==> src/rtl/ahb_arbiter_pkg.sv <==
// Shared AHB encodings plus the arbiter state type.
package AHBCommon_pkg;

  localparam logic [1:0] TRANS_IDLE   = 2'b00;
  localparam logic [1:0] TRANS_BUSY   = 2'b01;
  localparam logic [1:0] TRANS_NONSEQ = 2'b10;
  localparam logic [1:0] TRANS_SEQ    = 2'b11;

  localparam logic RESP_OKAY  = 1'b0;
  localparam logic RESP_ERROR = 1'b1;

  typedef logic [1:0] ArbState;
  localparam ArbState ARB_PARK   = 2'd0;
  localparam ArbState ARB_OWNED  = 2'd1;
  localparam ArbState ARB_LOCKED = 2'd2;

endpackage

==> src/rtl/ahb_rr_picker.sv <==
// Round-robin request picker: searches from last+1 upward, wrapping, with last itself checked at the end.
module ahb_rr_picker #(
  parameter int unsigned NumManagers = 4
) (
  input  logic [NumManagers-1:0]         req,
  input  logic [$clog2(NumManagers)-1:0] last,
  output logic [$clog2(NumManagers)-1:0] owner,
  output logic                           valid
);

  localparam int unsigned IdxW = $clog2(NumManagers);

  int unsigned idx;

  always_comb begin
    owner = '0;
    valid = 1'b0;
    idx   = 0;
    for (int unsigned i = 1; i <= NumManagers; i++) begin
      // explicit wrap so non-power-of-two manager counts work
      idx = 32'(last) + i;
      if (idx >= NumManagers) idx = idx - NumManagers;
      if (!valid && req[IdxW'(idx)]) begin
        valid = 1'b1;
        owner = IdxW'(idx);
      end
    end
  end

endmodule

==> src/rtl/ahb_arbiter.sv <==
// Round-robin AHB arbiter: grants address-phase ownership at legal transfer boundaries
// and tracks the data-phase owner for the read-data/response mux.
module ahb_arbiter
  import AHBCommon_pkg::*;
#(
  parameter int unsigned NumManagers    = 4,
  parameter int unsigned DefaultManager = 0,
  parameter int unsigned HoldLimit      = 16
) (
  input  logic                           clk,
  input  logic                           reset,
  input  logic [NumManagers-1:0]         req,
  input  logic [NumManagers-1:0]         lock,
  input  logic [1:0]                     trans,
  input  logic                           ready,
  input  logic                           resp,
  output logic [NumManagers-1:0]         grant,
  output logic [$clog2(NumManagers)-1:0] addrOwner,
  output logic [$clog2(NumManagers)-1:0] dataOwner,
  output logic                           locked
);

  localparam int unsigned IdxW = $clog2(NumManagers);
  localparam int unsigned CntW = (HoldLimit > 0) ? $clog2(HoldLimit + 1) : 1;

  ArbState          state, state_nxt;
  logic [IdxW-1:0]  owner_nxt;
  logic [CntW-1:0]  hold_cnt, hold_cnt_nxt;
  logic [IdxW-1:0]  pick_owner;
  logic             pick_valid;
  logic             handover, switch_ok, others, hold_hit, rel, change;

  ahb_rr_picker #(.NumManagers(NumManagers)) u_picker (
    .req   (req),
    .last  (addrOwner),
    .owner (pick_owner),
    .valid (pick_valid)
  );

  // A first-cycle ERROR always has ready low, so it is covered by the ready qualifier.
  assign handover  = ready && !((resp == RESP_ERROR) && !ready);
  assign switch_ok = handover && ((trans == TRANS_IDLE) || (trans == TRANS_NONSEQ));
  assign others    = |(req & ~(NumManagers'(1) << addrOwner));
  assign hold_hit  = (HoldLimit != 0) && (hold_cnt >= CntW'(HoldLimit));

  always_comb begin
    state_nxt    = state;
    owner_nxt    = addrOwner;
    hold_cnt_nxt = hold_cnt;
    rel          = 1'b0;
    change       = 1'b0;
    case (state)
      ARB_PARK:   rel = |req;
      ARB_OWNED:  rel = !req[addrOwner] || (others && ((trans == TRANS_IDLE) || hold_hit));
      ARB_LOCKED: rel = !lock[addrOwner] && (trans == TRANS_IDLE);
      default:    rel = 1'b1;
    endcase
    if (switch_ok && rel) begin
      change = 1'b1;
      if (pick_valid) begin
        owner_nxt = pick_owner;
        state_nxt = lock[pick_owner] ? ARB_LOCKED : ARB_OWNED;
      end else begin
        owner_nxt = IdxW'(DefaultManager);
        state_nxt = ARB_PARK;
      end
    end
    // counts accepted transfers of the current tenure, saturating
    if (change) begin
      hold_cnt_nxt = '0;
    end else if (ready && trans[1] && (hold_cnt < CntW'(HoldLimit))) begin
      hold_cnt_nxt = hold_cnt + CntW'(1);
    end
  end

  always_ff @(posedge clk or posedge reset) begin
    if (reset) begin
      state     <= ARB_PARK;
      grant     <= NumManagers'(1) << DefaultManager;
      addrOwner <= IdxW'(DefaultManager);
      dataOwner <= IdxW'(DefaultManager);
      locked    <= 1'b0;
      hold_cnt  <= '0;
    end else begin
      state     <= state_nxt;
      grant     <= NumManagers'(1) << owner_nxt;
      addrOwner <= owner_nxt;
      locked    <= (state_nxt == ARB_LOCKED);
      hold_cnt  <= hold_cnt_nxt;
      if (ready) dataOwner <= addrOwner;
    end
  end

endmodule

==> config.mk <==
export PLATFORM = sky130hd
export DESIGN_NAME = ahb_arbiter
export DESIGN_NICKNAME = d
export VERILOG_FILES = /design/src/rtl/ahb_arbiter_pkg.sv /design/src/rtl/ahb_rr_picker.sv /design/src/rtl/ahb_arbiter.sv
export SDC_FILE = /design/constraint.sdc
export NUM_CORES = 1
export LEC_CHECK = 0
export ABC_CLOCK_PERIOD_IN_PS = 8500
export CAP_MARGIN = 20
export CELL_PAD_IN_SITES_DETAIL_PLACEMENT = 1
export CELL_PAD_IN_SITES_GLOBAL_PLACEMENT = 1
export CORE_MARGIN = 5
export CORE_UTILIZATION = 40
export CTS_CLUSTER_DIAMETER = 60
export DETAILED_ROUTE_END_ITERATION = 7
export PLACE_DENSITY = 0.86
export SYNTH_ARGS = -nofsm -noshare
export SYNTH_HDL_FRONTEND = slang
export SYNTH_SLANG_ARGS = --single-unit
==> constraint.sdc <==
create_clock -name clk -period 8.5 [get_ports clk]
set_input_delay 0.85 -clock clk [delete_from_list [all_inputs] [get_ports clk]]
set_output_delay 0.85 -clock clk [all_outputs]
set_load 0.03 [all_outputs]
After elaboration in Yosys (flattened, before gate mapping)
Index checks and enable logic that the tools add are counted.
{ "totals": {"ff_bits": 16, "input_bits": 14, "out_inout_bits": 9, "word_cells": 96} }
{ "op_classes": {"n_addsub": 9, "magnitude_cmp": 12, "eq_ne": 4, "shifts": 2, "n_mux": 35, "n_bitwise": 2, "reduce_logical": 26} }
{ "ops": {"columns": ["op", "count"], "rows": [
  ["$mux 2", 13],
  ["$lt 2x3->1 const B", 6],
  ["$bmux 1 s2", 7],
  ["$mux 1", 12],
  ["$logic_and 1x1->1", 11],
  ["$mux 5", 2],
  ["$ge 3x3->1 const B", 3],
  ["$reduce_or 4->1", 2],
  ["$shl 1x2->4 const A", 2],
  ["$sub 2x1->2 const B", 4],
  ["$logic_not 1->1", 7],
  ["$add 2x2->3 const B", 2],
  ["$eq 2x2->1 const B", 3],
  ["$add 5x1->5 const B", 1],
  ["$ge 5x5->1 const B", 1],
  ["$lt 5x5->1 const B", 1],
  ["$add 2x3->4 const B", 1],
  ["$and 4x4->4", 1],
  ["$ge 4x3->1 const B", 1],
  ["$logic_not 2->1", 2],
  ["$not 4->4", 1],
  ["$add 2x1->3 const B", 1],
  ["$logic_or 1x1->1", 3],
  ["$pmux 1 s3", 1],
  ["other kinds (2)", 2]
]} }

Longest topological paths before layout
{ "logic_depth": {"word_depth": 21, "depth_mapped": 11, "depth_no_buf": 9} }

By module
Synthesis repeated with hierarchy kept, for this count alone.
{ "unflattened": {"cells_unflattened": 101, "hier_area_um2": 1054.8} }
{ "modules_own_cells": {"columns": ["module", "n_inst", "cells_per_inst", "area_per_inst_um2", "seq_area_each_um2"], "rows": [
  ["ahb_arbiter", 1, 87, 963.4, 401.6],
  ["ahb_rr_picker", 1, 14, 91.3, 0.0]
]} }

Worst setup path before layout
No wires, ideal clock.
{ "synth_path": {"path_kind": "register -> register", "start": "register addrOwner[0]", "end": "register state[0]", "setup_time_ns": 0.118, "t_arrival_ns": 3.235, "required_ns": 8.382, "slack_ns": 5.147, "path_stages_with_launch": 11, "n_path_buf": 2, "synth_period_minus_slack_ns": 3.353, "cell_sequence": "dfrtp_1 > buf_4 > buf_2 > inv_1 > ha_1 > mux4_2 > o22ai_2 > nand4_2 > a32oi_4 > mux2_4 > a21o_1"} }
{ "synth_via": {"elab_chain_cells": 20, "elab_cells_between_ends": 58, "cone_classes": "8 x add/sub; 4 x order compare; 1 x shift; 30 x mux; 2 x bitwise; 13 x reduce/logical"} }
{ "synth_rtl": {"columns": ["item", "line_no", "source"], "rows": [
  ["start: declaration", "ahb_arbiter.sv:18", "output logic [$clog2(NumManagers)-1:0] addrOwner,"],
  ["start signal: assignment", "ahb_arbiter.sv:80", "addrOwner <= IdxW'(DefaultManager);"],
  ["start signal: assignment", "ahb_arbiter.sv:87", "addrOwner <= owner_nxt;"],
  ["$add 2x1->3", "ahb_rr_picker.sv:21", "idx = 32'(last) + i;"],
  ["$ge 3x3->1 or $sub 2x1->2 (tied branches)", "ahb_rr_picker.sv:22", "if (idx >= NumManagers) idx = idx - NumManagers;"],
  ["$mux 2", "ahb_rr_picker.sv:22", null],
  ["$bmux 1 s2", "ahb_rr_picker.sv:23", "if (!valid && req[IdxW'(idx)]) begin"],
  ["$mux 1 (not written as such)", "ahb_rr_picker.sv:23", null],
  ["$mux 1", "ahb_rr_picker.sv:23", null],
  ["$logic_not 1->1", "ahb_rr_picker.sv:23", null],
  ["$logic_and 1x1->1", "ahb_rr_picker.sv:23", null],
  ["[... 5 more ...]", null, null],
  ["$logic_and 1x1->1", "ahb_rr_picker.sv:23", null],
  ["$mux 2", "ahb_rr_picker.sv:23", null],
  ["$bmux 1 s2", "ahb_arbiter.sv:62", "state_nxt = lock[pick_owner] ? ARB_LOCKED : ARB_OWNED;"],
  ["$mux 1 (not written as such)", "ahb_arbiter.sv:62", null],
  ["$mux 2", "ahb_arbiter.sv:62", null],
  ["$mux 2", "ahb_arbiter.sv:60", "if (pick_valid) begin"],
  ["$mux 2 (*)", "ahb_arbiter.sv:58", "if (switch_ok && rel) begin"],
  ["via state_nxt[0]", "ahb_arbiter.sv:26", "ArbState state, state_nxt;"],
  ["end signal: assignment", "ahb_arbiter.sv:85", "state <= state_nxt;"],
  ["end: declaration", "ahb_arbiter.sv:26", null]
]} }
Mark *: on every way through the listed nets, which the timed path passes. The rest lies on a longest branch. The select of a mux whose other input is x is not followed.
A chain may end at the register's enable or synchronous reset.

Final worst setup path
Same ends and word-level chain as after synthesis.

==> impl_results.md <==
- Most frequent cells in the layout: 21 x clkdlybuf4s50_1, 15 x dfrtp_1, 13 x nor2_1, 12 x nand2_1, 8 x inv_1
- Placeable Area: 3000 um2
- Reg power frac: 26.8%
- Unrepaired setup endpoints after global routing: no
- DIE WIDTH: 65.6 um
- Post-CTS Setup Inserts: 0
- Wirelength per Cell: 17.5 um
- Clock root buffer: clkbuf_4
- Post-CTS sizing: 0
- Total GRT Usage: 15.8%
- N_diodes: 0
- Cell area after synthesis: 1240 um2
- Hold Vio Cnt, Final: 0
- CTS max path bufs: 2
- Initial antenna violation count: 0
- Comb pwr share: 64.1%
- Power Density: 381 nW/um2
- Most common cell after layout, fill and taps aside: clkdlybuf4s50_1
- Post-route DRC violation count: 0
- Endpoint class of the critical path: flop
- Post-Place Worst Slack: 4800 ps
- Clk network pwr share: 9.1%
- Worst Hold End: dataOwner[1]
- Final min period: 3690 ps
- Clk slew on worst S/H paths: 100 ps
- Routed Antenna Nets: 0
- CP bufs+invs: 1
- Crit path largest cell delay: 930 ps
- Hold path depth: 1
- DIE AREA: 4310 um2
- Hold Path Class: reg -> reg
- Worst hold start: dataOwner[1]
- Post-Synthesis Net Count: 145
- Net load switching power: 0.000263 W
- Sw frac: 46.5%
- Synthesized area per cell: 9.82 um2
- Seq/Total Area, Yosys: 32.5%
- DRT iter0 DRCs: 33
- Total negative setup slack: 0 ps
- Pins Over Slew Limit: 0
- Power Internal: 0.000303 W
- FF-to-FF End: state[0]
- Post-cts hold buffer count: 0
- Slew @ Worst Pin: 878 ps
- Delay-heaviest family, CP: multiplexers
- Die H: 65.6 um
- Largest net degree at the start of global routing: 25
- Synth Instances: 126
- Clock skew: 9.34 ps
- Final GP Congestion: 0.787
- Status: completed
- CTS tree: built
- Total grt overflow: 0
- Initial Util: 41.2%
- Clk_lat worst skew: 300 ps
- RR Startpoint: addrOwner[0]
- Clock sink count: 16
- Vias in the first global route: 1,102
- Layout cells sized above 1: 16.0%
- Worst setup SP type: flop
- Hpwl dp: 2.40 mm
- IO Pins: 23
- Synthesis Warnings: 0
- VDD IR-drop max: 174 uV
- DR vias: 1,022
- Nets: 164
- Worst Reg-to-Reg Cells: 8
- Area after DPL: 1450 um2
- Max_slew headroom: 41.5%
- Fin area: 1490 um2
- Data required time at the worst endpoint: 8700 ps
- First-pass GRT wire length: 5.23 mm
- # rows: 20
- Pre-Repair DR Iteration Count: 4
- Clock buffer count from CTS: 3
- Max-cap viol count: 0
- Critical Path AT: 3890 ps
- Period Utilization, post-route: 43.5%
- Leak: 0.637 nW
- Port buffer count: 21
- Htree depth: 1
- CP max-delay cell: dfrtp_1
- Total wire length: 3.10 mm
- Final setup fails: 0
- Post-synth cell types: 45
- Final Core Density: 49.6%
- Flops & latches, synth: 16
- Vias per cell: 5.77
- Critical path type: reg -> reg
- Setup ws final: 4810 ps
- Maximum clock rate: 0.271 GHz
- Area grow syn2layout: 20.3%
- Maximum fanout along the worst path: 24
- R2r setup slk: 4810 ps
- Critical Path, Cell by Cell: inv_1 > ha_1 > mux4_2 > o22ai_2 > nand4_2 > a32oi_4 > mux2_4 > a21o_1
==> flip-flops by register name, summed over array words and instances (netlist names) <==
name,cells
addrOwner,2
dataOwner,2
grant,4
hold_cnt,5
locked,1
state,2
==> per-stage QoR <==
stage	hold slack [ps]	total power (W)	cells
after CTS	529	0.000572	177
final	525	0.000567	177
after detailed placement	513	0.000519	173
after global routing	563	0.000611	177
after floorplan	479	0.000420	126
after global placement	496	0.000498	173
==> kinds of logic (layout without fill, tap and decap cells) <==
family | Yosys count | in the layout | synth area share, %
multiplexers | 17 | 17 | 19.9
AND/OR/NAND/NOR | 41 | 41 | 16.6
AO/OA/AOI/OAI | 29 | 29 | 18.5
adder cells (fa/ha/maj) | 5 | 5 | 5.06
XOR/XNOR | 3 | 3 | 2.12
buffers and inverters | 15 | 33 | 5.36
flip-flops | 16 | 16 | 32.5
==> worst max path at each step <==
stage                            start  depth (start not counted)        to
final                     addrOwner[0]                          8  state[0]
after global routing      addrOwner[0]                          8  state[0]
after CTS                 addrOwner[0]                          8  state[0]
after detailed placement  addrOwner[0]                          8  state[0]
after global placement    addrOwner[0]                          8  state[0]
after floorplan           addrOwner[0]                         10  state[0]
==> synth_stat cells, drive strengths merged <==
cell type / n / area [um2]
mux2i: 7 / 73.8
dfrtp: 15 / 375
nor4: 1 / 12.5
nand2b: 4 / 25.0
mux2: 5 / 60.1
a22o: 1 / 8.76
o22a: 1 / 10.0
nor3b: 1 / 7.51
o311a: 1 / 10.0
a2bb2oi: 1 / 8.76
xnor2: 1 / 8.76
nand2: 12 / 45.0
nor3: 1 / 5.00
a311o: 1 / 10.0
nand3: 3 / 15.0
a21o: 1 / 7.51
a21oi: 4 / 23.8
nand4: 2 / 18.8
nor2b: 2 / 12.5
and2: 2 / 15.0
mux4: 5 / 113
o22ai: 4 / 31.3
a21boi: 1 / 7.51
o21ai: 9 / 45.0
ha: 5 / 62.6
inv: 8 / 30.0
a32oi: 1 / 27.5
a32o: 1 / 10.0
nor2: 13 / 48.8
buf: 6 / 32.5
dfstp: 1 / 26.3
a41oi: 1 / 8.76
o21ba: 1 / 10.0
o32a: 1 / 10.0
clkbuf: 1 / 3.75
xor2: 2 / 17.5
==> layout make-up <==
class | count | area, um2
Timing Repair Buffer | 21 | 210
Sequential cell | 16 | 402
Tap cell | 33 | 41.3
Inverter | 8 | 30.0
Clock buffer | 4 | 36.3
Fill cell | 353 | 1510
Multi-Input combinational cell | 95 | 769
==> routing by layer <==
layer,GRT usage [%],share of wire [%],vias up
met5,0,0,-
met4,5.70,1.8,0
met3,4.10,3.4,7
met2,27.7,51,17
met1,18.4,44,510
li1,-,-,488
==> power groups by stage <==
stage | logic, W | registers (W) | clock network, W
detailed placement | 0.000365 | 0.000154 | 0
floorplan | 0.000256 | 0.000165 | 0
finish | 0.000364 | 0.000152 | 0.0000517
global placement | 0.000347 | 0.000151 | 0
global route | 0.000394 | 0.000159 | 0.0000580
CTS | 0.000366 | 0.000153 | 0.0000535
(Power assumes the default switching activity.)
